**src/rtl/fetch_pkg.sv**
```systemverilog
// Shared definitions for the instruction-fetch stage: FSM state encoding,
// reset fetch address and the field layout of the IF->ID bus.
package fetch_pkg;

    typedef enum logic [1:0] {
        S_REQ  = 2'd0,
        S_WAIT = 2'd1,
        S_FULL = 2'd2
    } fetch_state_e;

    // Word address of the boot vector (byte 0xBFC00000)
    localparam logic [29:0] RESET_PC_DEF = 30'h2FF0_0000;

    // IF_ID_BUS = {ins[31:0], pc[29:0]}
    localparam int IF_ID_BUS_W = 62;
    localparam int INS_MSB     = 61;
    localparam int INS_LSB     = 30;
    localparam int PC_MSB      = 29;

endpackage

```
**src/rtl/fetch_skid_buf.sv**
```systemverilog
// Two-entry output buffer between fetch and decode: an output register that
// drives decode directly, backed by one skid entry that absorbs a word
// arriving while decode is stalled.
module fetch_skid_buf #(
    parameter int W = 62
) (
    input  logic         clk,
    input  logic         resetn,
    input  logic         push_i,
    input  logic [W-1:0] push_data_i,
    input  logic         pop_i,
    input  logic         flush_i,
    output logic         out_valid_o,
    output logic [W-1:0] out_data_o
);

    logic         out_valid_q;
    logic         skid_valid_q;
    logic [W-1:0] out_data_q;
    logic [W-1:0] skid_data_q;
    logic         xfer;

    assign xfer        = out_valid_q & pop_i;
    assign out_valid_o = out_valid_q;
    assign out_data_o  = out_data_q;

    // Fill output first, overflow into skid; a transfer refills output from skid
    always_ff @(posedge clk or negedge resetn) begin
        if (!resetn) begin
            out_valid_q  <= 1'b0;
            skid_valid_q <= 1'b0;
            out_data_q   <= '0;
            skid_data_q  <= '0;
        end else if (flush_i) begin
            out_valid_q  <= 1'b0;
            skid_valid_q <= 1'b0;
        end else if (xfer) begin
            if (skid_valid_q) begin
                out_data_q   <= skid_data_q;
                skid_valid_q <= push_i;
                if (push_i) begin
                    skid_data_q <= push_data_i;
                end
            end else begin
                out_valid_q <= push_i;
                if (push_i) begin
                    out_data_q <= push_data_i;
                end
            end
        end else if (push_i) begin
            if (!out_valid_q) begin
                out_valid_q <= 1'b1;
                out_data_q  <= push_data_i;
            end else begin
                skid_valid_q <= 1'b1;
                skid_data_q  <= push_data_i;
            end
        end
    end

endmodule

```
**src/rtl/fetch_stage.sv**
```systemverilog
// Instruction-fetch stage: holds the word PC, keeps at most one request
// outstanding on the req/addr_ok/data_ok SRAM port, and hands fetched words
// to decode through a two-entry buffer. Redirects flush the buffer and mark
// any in-flight fetch stale so its data is dropped on return.
// Optional build macro FETCH_PERF_CNT_EN adds fetch/stall counters.
module fetch_stage
    import fetch_pkg::*;
#(
    parameter logic [29:0] RESET_PC = RESET_PC_DEF,
    parameter int          BUS_W    = IF_ID_BUS_W
) (
    input  logic             clk,
    input  logic             resetn,
    output logic             inst_req,
    output logic [31:0]      inst_addr,
    input  logic             inst_addr_ok,
    input  logic             inst_data_ok,
    input  logic [31:0]      inst_rdata,
    input  logic             redirect_valid,
    input  logic [29:0]      redirect_pc,
    input  logic             id_allowin,
    output logic             if_valid,
    output logic [BUS_W-1:0] IF_ID_BUS
`ifdef FETCH_PERF_CNT_EN
    ,
    output logic [31:0]      perf_fetch_cnt,
    output logic [31:0]      perf_stall_cnt
`endif
);

    fetch_state_e     state_q, state_d;
    logic [29:0]      pc_q, pc_d;
    logic             cancel_q, cancel_d;
    logic             req_q, req_d;
    logic             push;
    logic             transfer;
    logic             addr_acc;
    logic [BUS_W-1:0] push_data;

    assign transfer  = if_valid & id_allowin;
    assign addr_acc  = req_q & inst_addr_ok;
    assign inst_req  = req_q;
    assign inst_addr = {pc_q, 2'b00};

    // Pack the returned word with the PC it was fetched from
    always_comb begin
        push_data                  = '0;
        push_data[INS_MSB:INS_LSB] = inst_rdata;
        push_data[PC_MSB:0]        = pc_q;
    end

    // Next-state logic; a redirect overrides the PC whatever else happens
    always_comb begin
        state_d  = state_q;
        pc_d     = pc_q;
        cancel_d = cancel_q;
        push     = 1'b0;
        case (state_q)
            S_REQ: begin
                if (addr_acc) begin
                    state_d  = S_WAIT;
                    cancel_d = redirect_valid;
                end
            end
            S_WAIT: begin
                if (inst_data_ok) begin
                    state_d  = S_REQ;
                    cancel_d = 1'b0;
                    if (!cancel_q && !redirect_valid) begin
                        push = 1'b1;
                        pc_d = pc_q + 30'd1;
                        if (if_valid && !id_allowin) begin
                            state_d = S_FULL;
                        end
                    end
                end else if (redirect_valid) begin
                    cancel_d = 1'b1;
                end
            end
            S_FULL: begin
                if (transfer || redirect_valid) begin
                    state_d = S_REQ;
                end
            end
            default: state_d = S_REQ;
        endcase
        if (redirect_valid) begin
            pc_d = redirect_pc;
        end
        req_d = (state_d == S_REQ);
    end

    // FSM, PC and registered request; inst_req stays low until the first edge after reset
    always_ff @(posedge clk or negedge resetn) begin
        if (!resetn) begin
            state_q  <= S_REQ;
            pc_q     <= RESET_PC;
            cancel_q <= 1'b0;
            req_q    <= 1'b0;
        end else begin
            state_q  <= state_d;
            pc_q     <= pc_d;
            cancel_q <= cancel_d;
            req_q    <= req_d;
        end
    end

    fetch_skid_buf #(
        .W (BUS_W)
    ) u_skid (
        .clk         (clk),
        .resetn      (resetn),
        .push_i      (push),
        .push_data_i (push_data),
        .pop_i       (id_allowin),
        .flush_i     (redirect_valid),
        .out_valid_o (if_valid),
        .out_data_o  (IF_ID_BUS)
    );

`ifdef FETCH_PERF_CNT_EN
    logic [31:0] perf_fetch_q;
    logic [31:0] perf_stall_q;

    assign perf_fetch_cnt = perf_fetch_q;
    assign perf_stall_cnt = perf_stall_q;

    // Free-running wrap-around counters; redirects do not clear them
    always_ff @(posedge clk or negedge resetn) begin
        if (!resetn) begin
            perf_fetch_q <= 32'd0;
            perf_stall_q <= 32'd0;
        end else begin
            if (transfer) begin
                perf_fetch_q <= perf_fetch_q + 32'd1;
            end
            if (if_valid && !id_allowin) begin
                perf_stall_q <= perf_stall_q + 32'd1;
            end
        end
    end
`endif

endmodule

```
**config.mk**
```make
export PLATFORM = sky130hd
export DESIGN_NAME = fetch_stage
export DESIGN_NICKNAME = d
export VERILOG_FILES = /design/src/rtl/fetch_pkg.sv /design/src/rtl/fetch_skid_buf.sv /design/src/rtl/fetch_stage.sv
export SDC_FILE = /design/constraint.sdc
export NUM_CORES = 1
export LEC_CHECK = 0
export ABC_AREA = 1
export BUFFER_PORTS_ARGS = -buffer_cell sky130_fd_sc_hd__clkbuf_2
export CORE_MARGIN = 2
export CORE_UTILIZATION = 55
export CTS_CLUSTER_DIAMETER = 40
export CTS_CLUSTER_SIZE = 8
export DETAILED_ROUTE_END_ITERATION = 6
export GPL_ROUTABILITY_DRIVEN = 0
export PLACE_DENSITY = 0.8
export SYNTH_ARGS = -nofsm -noshare
export SYNTH_HDL_FRONTEND = slang
export SYNTH_SLANG_ARGS = --single-unit
```
**constraint.sdc**
```tcl
create_clock -name clk -period 2.22 [get_ports clk]
set_input_delay 0.333 -clock clk [delete_from_list [all_inputs] [get_ports clk]]
set_output_delay 0.333 -clock clk [all_outputs]
set_load 0.1 [all_outputs]
```
# Word-level counts from Yosys, hierarchy flattened
# Cells that the tools add are included.
[classes] bitwise=3 eq_ne=8 addsub=1 muxes=35 n_reduce_logical=23
[op_table] op="$mux 62" count=9
[op_table] op="$mux 30" count=4
[op_table] op="$add 30x1->30 const B" count=1
[op_table] op="$mux 1" count=15
[op_table] op="$reduce_bool 2->1" count=7
[op_table] op="$mux 2" count=5
[op_table] op="$ne 3x3->1 const B" count=2
[op_table] op="$pmux 2 s3" count=1
[op_table] op="$reduce_and 3->1" count=2
[op_table] op="$reduce_bool 3->1" count=2
[op_table] op="$reduce_and 5->1" count=1
[op_table] op="$logic_not 2->1" count=2
[op_table] op="$ne 2x1->1 const B" count=2
[op_table] op="$ne 2x2->1 const B" count=2
[op_table] op="$reduce_and 2->1" count=2
[op_table] op="$reduce_and 4->1" count=1
[op_table] op="$logic_not 1->1" count=3
[op_table] op="$and 1x1->1" count=2
[op_table] op="$eq 2x1->1 const B" count=1
[op_table] op="$eq 2x2->1 const B" count=1
[op_table] op="$logic_and 1x1->1" count=2
[op_table] op="$pmux 1 s2" count=1
[op_table] op="$logic_or 1x1->1" count=1
[op_table] op="$not 1->1" count=1
[totals] word_cells=78 input_bits=68 out_inout_bits=96 reg_bits=160

# Depth between registers and ports, before layout
# Gate-level depths: netlist (run 1).
[depth] depth_word=8 ltp_mapped=11 mapped_depth_nobuf=10

# Modules after synthesis
# From an unflattened synthesis (run 1), not the netlist that was laid out.
[unflattened] hier_cells=1071 area_unflattened_um2=8281.7
[by_module_without_submodules] module="fetch_skid_buf" cells_each=751 area_each_um2=5873.1 n_inst=1
[by_module_without_submodules] module="fetch_stage" cells_each=320 area_each_um2=2408.6 n_inst=1

# Least setup slack after synthesis (run 1)
# Ideal clock, no wire load.
[synth_path] path_kind="register to register" start="reg pc_q[1]" end="reg pc_q[16]" t_required_ns=2.102 setup_time_ns=0.118 setup_slack_ns=-0.185 path_stages_with_launch=9 path_buffers=0 arrival_time_ns=2.287 synth_period_minus_slack_ns=2.405 cell_sequence="dfrtp_1 > ha_1 > nand2_1 > nor2_1 > nand2_1 > nor2_1 > nand3_1 > a21oi_1 > nor2_1"
[synth_between] elab_chain_cells=5
[synth_rtl] element="start, declared" line_no="fetch_stage.sv:32" rtl="logic [29:0] pc_q, pc_d;"
[synth_rtl] element="start signal, assigned" line_no="fetch_stage.sv:102" rtl="pc_q <= pc_d;"
[synth_rtl] element="$add 30x1->30" line_no="fetch_stage.sv:71" rtl="pc_d = pc_q + 30'd1;"
[synth_rtl] element="$mux 30" line_no="fetch_stage.sv:69" rtl="if (!cancel_q && !redirect_valid) begin"
[synth_rtl] element="$mux 30" line_no="fetch_stage.sv:66" rtl="if (inst_data_ok) begin"
[synth_rtl] element="$mux 30" line_no="fetch_stage.sv:58" rtl="case (state_q)"
[synth_rtl] element="$mux 30" line_no="fetch_stage.sv:87" rtl="if (redirect_valid) begin"
# No other way between the ends. The select of a mux whose other input is x is not followed.
# A chain may end at the register's enable or synchronous reset.

# Worst setup path in the final report (run 1)
[layout_path] start="reg pc_q[1]" end="reg pc_q[22]"
# The elaborated chain is that of the path after synthesis.

==> results of run 1 <==
## cell families after synthesis
family	after synthesis	synth area share
fa+ha+maj	1	0.001605
simple gates	523	0.2804
mux	41	0.05265
xor+xnor	7	0.007865
flops	160	0.5151
buf+inv	87	0.05939
compound gates	120	0.08251
other cells	1	0.0004811
## worst max-delay path, delay by kind of cell, from the launching register on
family / cells / cell delay, ps
and+or+nand+nor: 9 / 1280
DFF: 1 / 410
adders and majority gates: 1 / 190
## state kept, by name, indices dropped and copies added, names as in the netlist
register             count
u_skid.out_data_o       62
state_q                  2
cancel_q                 1
u_skid.out_valid_o       1
u_skid.skid_data_q      62
pc_q                    30
inst_req                 1
u_skid.skid_valid_q      1
## metrics by stage
stage / power, mW / hold slack [ps]
floorplan: 11.45 / 37.41
global placement: 12.77 / 332.2
detailed placement: 12.93 / 334.1
CTS: 16.40 / 120.6
global route: 17.12 / 135.1
finish: 16.36 / 125.1
## cell usage in the layout (no fill, tap or decap), drive strengths merged
cell type / Yosys / layout
a22oi: 5 / 5
bufinv: 0 / 7
clkbuf: 10 / 182
inv: 37 / 37
mux2i: 41 / 41
o31ai: 1 / 1
o21ai: 95 / 95
buf: 40 / 17
and2: 1 / 1
nand3b: 2 / 2
a32o: 1 / 1
nand4: 1 / 1
a21oi: 13 / 13
dlygate4sd3: 0 / 1
ha: 1 / 1
o211ai: 1 / 1
dfstp: 9 / 9
o22ai: 3 / 3
nor3: 2 / 2
xnor2: 1 / 1
dfrtp: 151 / 151
clkinv: 0 / 3
xor2: 6 / 6
nand2: 347 / 347
nand3: 98 / 98
nor2: 72 / 72
conb: 1 / 2
a31oi: 1 / 1
## where the power goes
part	internal, mW	switching, mW
clock network	2.31	1.14
registers	4.15	0.853
logic	1.28	6.62
total	7.75	8.61
## repair_timing
action | 4_1_cts | 5_1_grt
hold endpoints to repair | 50 | 0
hold buffers | 1 | 0
gates resized for setup | 0 | 1
endpoints found under the setup margin | 0 | 1
## worst paths after layout
kind,start,to,slack [ps]
max in group asynchronous,resetn,pc_q[27]$_DFFE_PN1P_,1060
min in group asynchronous,resetn,u_skid.out_data_o[53]$_DFFE_PN0P_,440
worst max register to register,pc_q[1]$_DFFE_PN0P_,pc_q[22]$_DFFE_PN1P_,270
worst min register to register,u_skid.skid_data_q[27]$_DFFE_PN0P_,u_skid.skid_data_q[27]$_DFFE_PN0P_,470
worst max-delay path,pc_q[1]$_DFFE_PN0P_,pc_q[22]$_DFFE_PN1P_,270
worst min-delay path,redirect_pc[11],pc_q[11]$_DFFE_PN0P_,130
## cell type report
type                       count  area (µm²)  area share
timing repair buffer         178        1017      0.1078
inverter                      37       138.9     0.01472
multi-input combinational    694        3336      0.3534
sequential                   160        4018      0.4257
clock buffer                  22       474.2     0.05025
tap                          180       225.2     0.02386
clock inverter                10       229.0     0.02426
## metal layers
metal / vias up / part of all wire / routed length [µm] / track usage
li1: 3367 / - / - / -
met1: 3223 / 0.44 / 8743 / 0.3896
met2: 302 / 0.45 / 8923 / 0.4126
met3: 38 / 0.078 / 1536 / 0.05443
met4: 0 / 0.024 / 479 / 0.1037
met5: - / 0 / 0 / 0
==> metrics.yaml, run 1 <==
run_status:
  status: "finished, final reports clean"
placed_design:
  place_inst: 1248
  portBuffers: 161
  place_area_um2: 8722
  post-place-ws_ps: 300.6
  hpwlAfterDp_mm: 13.31
routing:
  viasPerCell: 5.410
  drt_iter0_markers: 645
  drc: 0
  vias: 6930
  dr.pass1.iters: 6
  wl_per_cell_um: 15.37
  routed_wl_mm: 19.68
  ant_nets: 0
timing:
  worst_pin_slew_ps: 588.4
  finalSetupTns_ps: 0
  setup_violations: 0
  finalMaxSlewViolations: 0
  timing.fmax_mhz: 512.9
  skew_ps: 6.172
  finalCritPeriodShare: 0.8783
  min_period_ps: 1950
  slew_headroom: 0.6094
  finalHoldViolations: 0
  rsz0062_at_grt: "no"
  fin_ws_ps: 270.3
yosys:
  synth_common_cells: "340 x nand2_1, 151 x dfrtp_1, 97 x nand3_1"
  ys_seq_area_frac: 0.5151
  yosysTopAreaCell: "dfrtp_1"
  syn_avg_cell_area_um2: 8.293
  synth-edff-count: 0
  async_reset_ff_frac: 1.000
  synth.top_cell.area_share: 0.4848
  synth_cell_types: 38
  synth_area_leaders: "dfrtp_1 48%, nand2_1 16%, nand3_1 6.2%"
  syn-cell-area_um2: 7795
  yosys_warnings: 0
  synth_most_common_cell: "nand2_1"
  netlist_instances: 940
  ys_seq_elements: 160
  synthFlopType: "dfrtp_1"
layout:
  finish.utilization: 0.6799
  area_growth_pct: 21.08
  antenna_cells: 0
  fill_cells: 1132
  fin_area_um2: 9438
  fin_nets: 1157
  final_cells: 1281
  layout-drive-gt1-share: 0.2162
clock_tree:
  clk_pin_slew_worst_paths_ps: 60
  clock_latency_ps: 420
  clock-sinks: 160
  cts-root-buf: "clkbuf_16"
  h-tree-depth: 4
  numCtsBuffers: 17
  postCtsSetupRepairBufs: 0
  cts_tree: "yes"
  cts_max_path_buffers: 2
setup_path:
  endpoint_kind: "flop"
  worst_setup_path_start_kind: "flop"
  rr_worst_depth: 10
  max_stage_delay_ps: 410
  cp_common_cell: "nand2_1"
  path_cells: "ha_1 > nand2_1 > nor2_1 > nand2_1 > nor2_1 > nand2_1 > nand2_1 > nand3_1 > nand2_1 > nand2_1"
  worstPathRequired_ps: 2580
  crit_fanout: 6
  worst_path_max_delay_cell: "dfrtp_2"
  path_class: "flop to flop"
  cp.arrival_ps: 2310
floorplan:
  die-area_um2: 15140
  start_util: 0.5616
  rows: 43
  pin_count: 164
  die_w_um: 123.1
  die_y_um: 123.1
  placeableCoreArea_um2: 13880
global_routing:
  overflow: 0
  grt_usage: 0.2724
  grt_first_pass_wirelength_mm: 31.92
  antenna_found_initial: 0
  first_global_vias: 6521
  grt_max_degree: 83
hold_path:
  hold_depth: 3
  hold_class: "input port to flop"
power:
  p_per_area_nw_per_um2: 1734
  ir_drop_mv: 0.9663
  cellLeakagePower_nw: 5.228
run:
  drv_cap: 0
Note: power is estimated with default switching activity, not from simulation.
==> run 2: changes to the inputs <==
--- a/config.mk
+++ b/config.mk
@@ -5,7 +5,6 @@
 export SDC_FILE = /design/constraint.sdc
 export NUM_CORES = 1
 export LEC_CHECK = 0
-export ABC_AREA = 1
 export BUFFER_PORTS_ARGS = -buffer_cell sky130_fd_sc_hd__clkbuf_2
 export CORE_MARGIN = 2
 export CORE_UTILIZATION = 55
@@ -13,7 +12,7 @@
 export CTS_CLUSTER_SIZE = 8
 export DETAILED_ROUTE_END_ITERATION = 6
 export GPL_ROUTABILITY_DRIVEN = 0
-export PLACE_DENSITY = 0.8
+export PLACE_DENSITY = 0.79
 export SYNTH_ARGS = -nofsm -noshare
 export SYNTH_HDL_FRONTEND = slang
 export SYNTH_SLANG_ARGS = --single-unit
==> metrics.yaml, run 2 <==
timing:
  setup_violations: 0  # unchanged
  finalHoldViolations: 0  # unchanged
  skew_ps: 5.177  # -0.9953 ps
  timing.fmax_mhz: 505.8  # -1.4%
  min_period_ps: 1977  # +27.29 ps
  finalCritPeriodShare: 0.8906  # +0.01229
  worst_pin_slew_ps: 582.1  # -6.313 ps
  finalMaxSlewViolations: 0  # unchanged
  slew_headroom: 0.6136  # +0.004191
  finalSetupTns_ps: 0  # unchanged
  rsz0062_at_grt: "no"
  hold_ws_ps: 109.7  # -15.44 ps
routing:
  wl_met1_mm: 7.379  # -16%
  wl_per_cell_um: 16.83  # +9.5%
  wl_met2_mm: 8.033  # -10%
  dr.pass1.iters: 4  # -2
  viasPerCell: 5.390  # -0.37%
  top_layer: "met4"
  ant_nets: 0  # unchanged
  drt_iter0_markers: 316  # -51%
  vias: 5309  # -23%
  route.met3.wl_um: 908  # -41%
  routed_wl_mm: 16.58  # -16%
  drc: 0  # unchanged
yosys:
  synth_area_leaders: "dfrtp_1 49%, mux2i_1 8.2%, mux2_4 7.7%"
  ys_seq_elements: 160  # unchanged
  synth_adder_area_share: 0.001607  # +0.000002322
  synth_top_family_by_area: "multiplexers"
  syn-cell-area_um2: 7784  # -0.14%
  synth_common_cells: "151 x dfrtp_1, 71 x nor2_1, 64 x mux2i_1"
  synth-edff-count: 0  # unchanged
  synthFlopType: "dfrtp_1"
  syn_avg_cell_area_um2: 12.32  # +49%
  synth_cell_types: 48  # +26%
  netlist_instances: 632  # -33%
  yosysTopAreaCell: "dfrtp_1"
  ys_seq_area_frac: 0.5158  # +0.0007452
  synthMuxAreaShare: 0.1913  # +0.1386
  async_reset_ff_frac: 1.000  # unchanged
  synth.top_cell.area_share: 0.4855  # +0.0007013
  synth_most_common_cell: "dfrtp_1"
  synth-xor-area-share: 0.03151  # +0.02364
  synth_compound_area_frac: 0.09854  # +0.01603
  yosys_warnings: 0  # unchanged
  yosys.area_share.simple: 0.1091  # -0.1713
setup_path:
  endpoint_kind: "flop"
  rr_worst_depth: 5  # -5
  worst_setup_path_start_kind: "flop"
  path_class: "flop to flop"
  startpoint: "pc_q[21]$_DFFE_PN1P_"
  cp.arrival_ps: 2260  # -50 ps
  rr_endpoint: "pc_q[28]$_DFFE_PN0P_"
  regToRegSetupSlack_ps: 240  # -30 ps
  crit_fanout: 8  # +2
  worstPathRequired_ps: 2510  # -70 ps
  endpoint: "pc_q[28]$_DFFE_PN0P_"
  timing.rr.start: "pc_q[21]$_DFFE_PN1P_"
floorplan:
  rows: 43  # unchanged
  die-area_um2: 15120  # -0.14%
  start_util: 0.5629  # +0.001371
  die_w_um: 123.0  # about the same
  pin_count: 164  # unchanged
  die_y_um: 123.0  # about the same
  placeableCoreArea_um2: 13830  # -0.39%
layout:
  area_growth_pct: 20.30
  layout_common_cells: "160 x clkbuf_2, 132 x dfrtp_1, 71 x nor2_1"
  antenna_cells: 0  # unchanged
  register_area_um2: 4043  # +0.62%
  fill_cells: 1026  # -9.4%
  layout-drive-gt1-share: 0.4621  # +0.2459
  final_common_cell: "clkbuf_2"
  fin_nets: 861  # -26%
  finish.utilization: 0.6772  # -0.002693
  multiInputGateArea_um2: 3388  # +1.6%
global_routing:
  grt_max_degree: 66  # -20%
  grt_usage: 0.2319  # -0.04054
  overflow: 0  # unchanged
  first_global_vias: 5323  # -18%
  antenna_found_initial: 0  # unchanged
  grt_first_pass_wirelength_mm: 26.99  # -15%
clock_tree:
  clock_latency_ps: 420  # about the same
  postCtsSetupRepairBufs: 0  # unchanged
  cts_tree: "yes"
  cts_max_path_buffers: 2  # unchanged
  numCtsBuffers: 17  # unchanged
  clock-sinks: 160  # unchanged
  cts-root-buf: "clkbuf_16"
  clk_pin_slew_worst_paths_ps: 60  # about the same
  h-tree-depth: 4  # unchanged
run_status:
  status: "finished, final reports clean"
hold_path:
  hold_class: "input port to flop"
power:
  p_per_area_nw_per_um2: 1524  # -12%
  cellLeakagePower_nw: 4.788  # -8.4%
  ir_drop_mv: 0.8981  # -7.1%
run:
  drv_cap: 0  # unchanged
placed_design:
  hpwlAfterDp_mm: 11.48  # -14%
  portBuffers: 161  # unchanged
[run 2: power breakdown]
part | internal (mW) | leakage (nW) | total (mW) | switching, mW
Combinational | 1.19 | 2.53 | 6.95 | 5.76
Sequential | 3.75 | 1.95 | 4.30 | 0.552
Clock | 1.89 | 0.300 | 3.02 | 1.13
[run 2: repair_timing]
item | in CTS | in global routing
endpoints found under the setup margin | 0 | 0
hold endpoints to repair | 41 | 0
hold buffers | 1 | 0
gates resized for setup | 0 | 0
[run 2: cell type report]
type	count	share of cell area
flip-flops and latches	160	0.4317
well taps	180	0.02405
multi-input cells	425	0.3618
inverters	7	0.002806
repair buffers	181	0.1137
clock buffers	23	0.05211
clock inverters	9	0.01376
[run 2: worst min-delay path by stage]
stage / endpoint / startpoint / slack [ps] / cells after the start
detailed placement: u_skid.out_data_o[9]$_DFFE_PN0P_ / resetn / 310 / 1
floorplan: cancel_q$_DFFE_PN0P_ / resetn / 40 / 0
global placement: u_skid.skid_data_q[10]$_DFFE_PN0P_ / resetn / 310 / 1
global route: pc_q[26]$_DFFE_PN1P_ / redirect_pc[26] / 110 / 3
finish: pc_q[26]$_DFFE_PN1P_ / redirect_pc[26] / 110 / 3
CTS: pc_q[26]$_DFFE_PN1P_ / redirect_pc[26] / 90 / 3
[run 2: per-stage QoR]
stage                     power, mW  instance area [µm²]  setup slack [ps]  instances
after floorplan               10.17                 7815             32.40        633
after global placement        11.18                 8737             351.0        952
final                         14.28                 9364             243.0        985
after CTS                     14.39                 9364             246.8        985
after detailed placement      11.32                 8737             285.8        952
after global routing          14.86                 9364             150.5        985
[run 2: worst max-delay path, cell delays in order (launching register included)]
cell	delay, ps
dfstp_4	660
nand4_1	230
or4_4	570
nor3_2	160
xnor2_1	150
o21ai_1	70
[run 2: routing by layer]
| metal | GRT usage | vias to the layer above |
|---|---|---|
| li1 | - | 2511 |
| met1 | 0.3112 | 2623 |
| met2 | 0.3674 | 154 |
| met3 | 0.05581 | 21 |
| met4 | 0.08621 | 0 |
| met5 | 0 | - |
[run 2: cells by family after synthesis]
family | count (synthesis)
simple gates | 166
flops | 160
mux | 126
compound gates | 102
buf+inv | 48
xor+xnor | 28
fa+ha+maj | 1
other cells | 1
==> run 3: changes to the inputs <==
--- a/config.mk
+++ b/config.mk
@@ -12,7 +12,8 @@
 export CTS_CLUSTER_SIZE = 8
 export DETAILED_ROUTE_END_ITERATION = 6
 export GPL_ROUTABILITY_DRIVEN = 0
-export PLACE_DENSITY = 0.79
+export PLACE_DENSITY = 0.8
 export SYNTH_ARGS = -nofsm -noshare
 export SYNTH_HDL_FRONTEND = slang
+export SYNTH_HIERARCHICAL = 1
 export SYNTH_SLANG_ARGS = --single-unit
==> metrics.yaml, run 3 <==
power:
  ir_drop_mv: 1.140  # +27%
  p_sw_mw: 6.995  # -6.1%
  p_per_area_nw_per_um2: 1496  # -1.9%
  clkPwrFrac: 0.232  # +0.020
  power_frac_seq: 0.298  # -0.004
  comb_power_share: 0.470  # -0.017
  cellLeakagePower_nw: 4.384  # -8.4%
  internal_power_mw: 6.790  # -0.55%
  switching_share: 0.5075  # -0.01431
routing:
  drc: 0  # unchanged
  vias: 5181  # -2.4%
  routed_wl_mm: 16.53  # -0.30%
  wl_per_cell_um: 18.04  # +7.2%
  ant_nets: 0  # unchanged
  viasPerCell: 5.656  # +4.9%
  dr.pass1.iters: 4  # unchanged
  drt_iter0_markers: 299  # -5.4%
yosys:
  syn_avg_cell_area_um2: 13.46  # +9.3%
  synth-edff-count: 0  # unchanged
  synth_area_leaders: "dfrtp_1 50%, mux2_2 27%, dfstp_2 3.1%"
  syn-cell-area_um2: 7565  # -2.8%
  netlist_instances: 562  # -11%
  ys_seq_elements: 160  # unchanged
  synth_most_common_cell: "mux2_2"
  synth.top_cell.area_share: 0.4995  # +0.01405
  ys_seq_area_frac: 0.5308  # +0.01493
  synth_common_cells: "184 x mux2_2, 151 x dfrtp_1, 22 x nor2_1"
  yosys_warnings: 6  # +6
  async_reset_ff_frac: 1.000  # unchanged
  synthFlopType: "dfrtp_1"
  synth_cell_types: 44  # -8.3%
  yosysTopAreaCell: "dfrtp_1"
clock_tree:
  cts-root-buf: "clkbuf_16"
  cts_tree: "yes"
  clock_latency_ps: 420  # about the same
  h-tree-depth: 4  # unchanged
  clk_pin_slew_worst_paths_ps: 60  # about the same
  cts_max_path_buffers: 2  # unchanged
  numCtsBuffers: 17  # unchanged
  clock-sinks: 160  # unchanged
layout:
  finish.utilization: 0.6904  # +0.01316
  layout-drive-gt1-share: 0.5784  # +0.1163
  fill_cells: 961  # -6.3%
  layout_common_cells: "184 x mux2_2, 160 x clkbuf_2, 134 x dfrtp_1"
  final_common_cell: "mux2_2"
  fin_nets: 796  # -7.5%
  multiInputGateArea_um2: 3258  # -3.8%
  final_cells: 916  # -7.0%
  register_area_um2: 4036  # -0.15%
  area_growth_pct: 21.82
  antenna_cells: 0  # unchanged
global_routing:
  first_global_vias: 5406  # +1.6%
  overflow: 0  # unchanged
  grt_first_pass_wirelength_mm: 26.71  # -1.0%
  grt_usage: 0.2358  # +0.003936
  grt_max_degree: 90  # +36%
  antenna_found_initial: 0  # unchanged
timing:
  fin_ws_ps: 128.4  # -114.6 ps
  min_period_ps: 2092  # +114.6 ps
  timing.fmax_mhz: 478.1  # -5.5%
  skew_ps: 9.277  # +4.101 ps
  finalMaxSlewViolations: 0  # unchanged
  worst_pin_slew_ps: 567.3  # -14.75 ps
  slew_headroom: 0.6234  # +0.009789
  finalHoldViolations: 0  # unchanged
  setup_violations: 0  # unchanged
  finalCritPeriodShare: 0.9422  # +0.05162
  rsz0062_at_grt: "no"
  finalSetupTns_ps: 0  # unchanged
setup_path:
  path_class: "flop to flop"
  regToRegSetupSlack_ps: 130  # -110 ps
  crit_fanout: 14  # +6
  worst_path_max_delay_cell: "or4_1"
  path_buf_inv: 0  # unchanged
  worstPathRequired_ps: 2550  # +40 ps
  cp.arrival_ps: 2420  # +160 ps
  endpoint_kind: "flop"
  path_cells: "ha_1 > and3_1 > nand4_4 > or4_1 > a31oi_1"
  crit_family: "simple AND/OR/NAND/NOR gates"
  max_stage_delay_ps: 550  # -110 ps
  worst_setup_path_start_kind: "flop"
floorplan:
  start_util: 0.5667  # +0.003806
  die_y_um: 121.3  # -1.4%
  die-area_um2: 14710  # -2.7%
  pin_count: 164  # unchanged
  placeableCoreArea_um2: 13350  # -3.5%
  rows: 42  # -2.3%
  die_w_um: 121.3  # -1.4%
placed_design:
  hpwlAfterDp_mm: 11.46  # -0.23%
  post-place-ws_ps: 154.8  # -130.9 ps
  portBuffers: 161  # unchanged
  place_inst: 883  # -7.2%
hold_path:
  hold_class: "input port to flop"
run_status:
  status: "finished, final reports clean"
run:
  drv_cap: 0  # unchanged
run 3: changes by cell type in the layout (fill, tap and decap cells not counted), sizes merged, moves of 6 or more:
cell | previous run | this run
or4 | 1 | 12
nor3 | 14 | 1
mux2i | 64 | 1
nor2 | 71 | 22
mux2 | 62 | 188
or3 | 1 | 7
o21ai | 32 | 17
nand2 | 42 | 18
o31ai | 0 | 12
a31oi | 0 | 17
a21oi | 66 | 5
xnor2 | 18 | 3
run 3: cells by family (layout without fill, tap and decap cells):
family / count (synthesis) / after routing / share of synthesized area
mux: 189 / 189 / 0.2832
compound gates: 58 / 58 / 0.04796
flops: 160 / 160 / 0.5308
buf+inv: 38 / 215 / 0.04152
xor+xnor: 10 / 10 / 0.01158
other cells: 1 / 2 / 0.0004957
fa+ha+maj: 1 / 1 / 0.001654
simple gates: 105 / 105 / 0.08287
run 3: final timing paths:
kind / start / endpoint / depth (start not counted)
worst max-delay path: pc_q[0]$_DFFE_PN0P_ / pc_q[28]$_DFFE_PN0P_ / 5
worst min register to register: state_q[1]$_DFF_PN0_ / state_q[0]$_DFF_PN0_ / 1
min in group asynchronous: resetn / u_skid/out_data_o[21]$_DFFE_PN0P_ / 3
max in group asynchronous: resetn / u_skid/out_valid_o$_DFFE_PN0P_ / 3
worst min-delay path: redirect_pc[1] / pc_q[1]$_DFFE_PN0P_ / 3
worst max register to register: pc_q[0]$_DFFE_PN0P_ / pc_q[28]$_DFFE_PN0P_ / 5
run 3: power by group through the flow:
| stage | clock, mW | sequential [mW] | combinational [mW] |
|---|---|---|---|
| after floorplan | 0 | 8.66 | 0.882 |
| after global placement | 0 | 4.10 | 6.42 |
| after detailed placement | 0 | 4.15 | 6.50 |
| after CTS | 3.25 | 4.11 | 6.52 |
| after global routing | 3.39 | 4.20 | 6.66 |
| final | 3.20 | 4.10 | 6.48 |
run 3: per-stage QoR:
stage / area [µm²] / hold WS, ps / power (mW)
after floorplan: 7600 / 37.41 / 9.537
after global placement: 8549 / 362.4 / 10.53
after detailed placement: 8549 / 369.4 / 10.66
after CTS: 9215 / 101.9 / 13.88
after global routing: 9215 / 110.2 / 14.25
final: 9215 / 113.5 / 13.78
run 3: repair_timing:
action	CTS	global route
endpoints found under the hold margin	151	0
hold buffers	1	0
gates resized for setup	0	0
setup buffers	0	0
run 3: layout make-up:
| type | count | share of cell area |
|---|---|---|
| Multi-Input combinational cell | 365 | 0.3536 |
| Sequential cell | 160 | 0.4380 |
| Timing Repair Buffer | 177 | 0.1109 |
| Clock inverter | 10 | 0.01969 |
| Clock buffer | 22 | 0.05146 |
| Tap cell | 176 | 0.02390 |
| Inverter | 6 | 0.002444 |
run 3: worst reg2reg max path, cell delays in order, from the launching register on:
cell and delay, ps:
dfrtp_2 450, ha_1 210, and3_1 320, nand4_4 250
or4_1 550, a31oi_1 220
run 3: layer usage:
metal	vias up	global-route usage	part of all wire
li1	2401	-	-
met3	20	0.06015	0.047
met5	-	0	0
met2	147	0.4059	0.52
met4	0	0.08046	0.016
met1	2613	0.2891	0.42
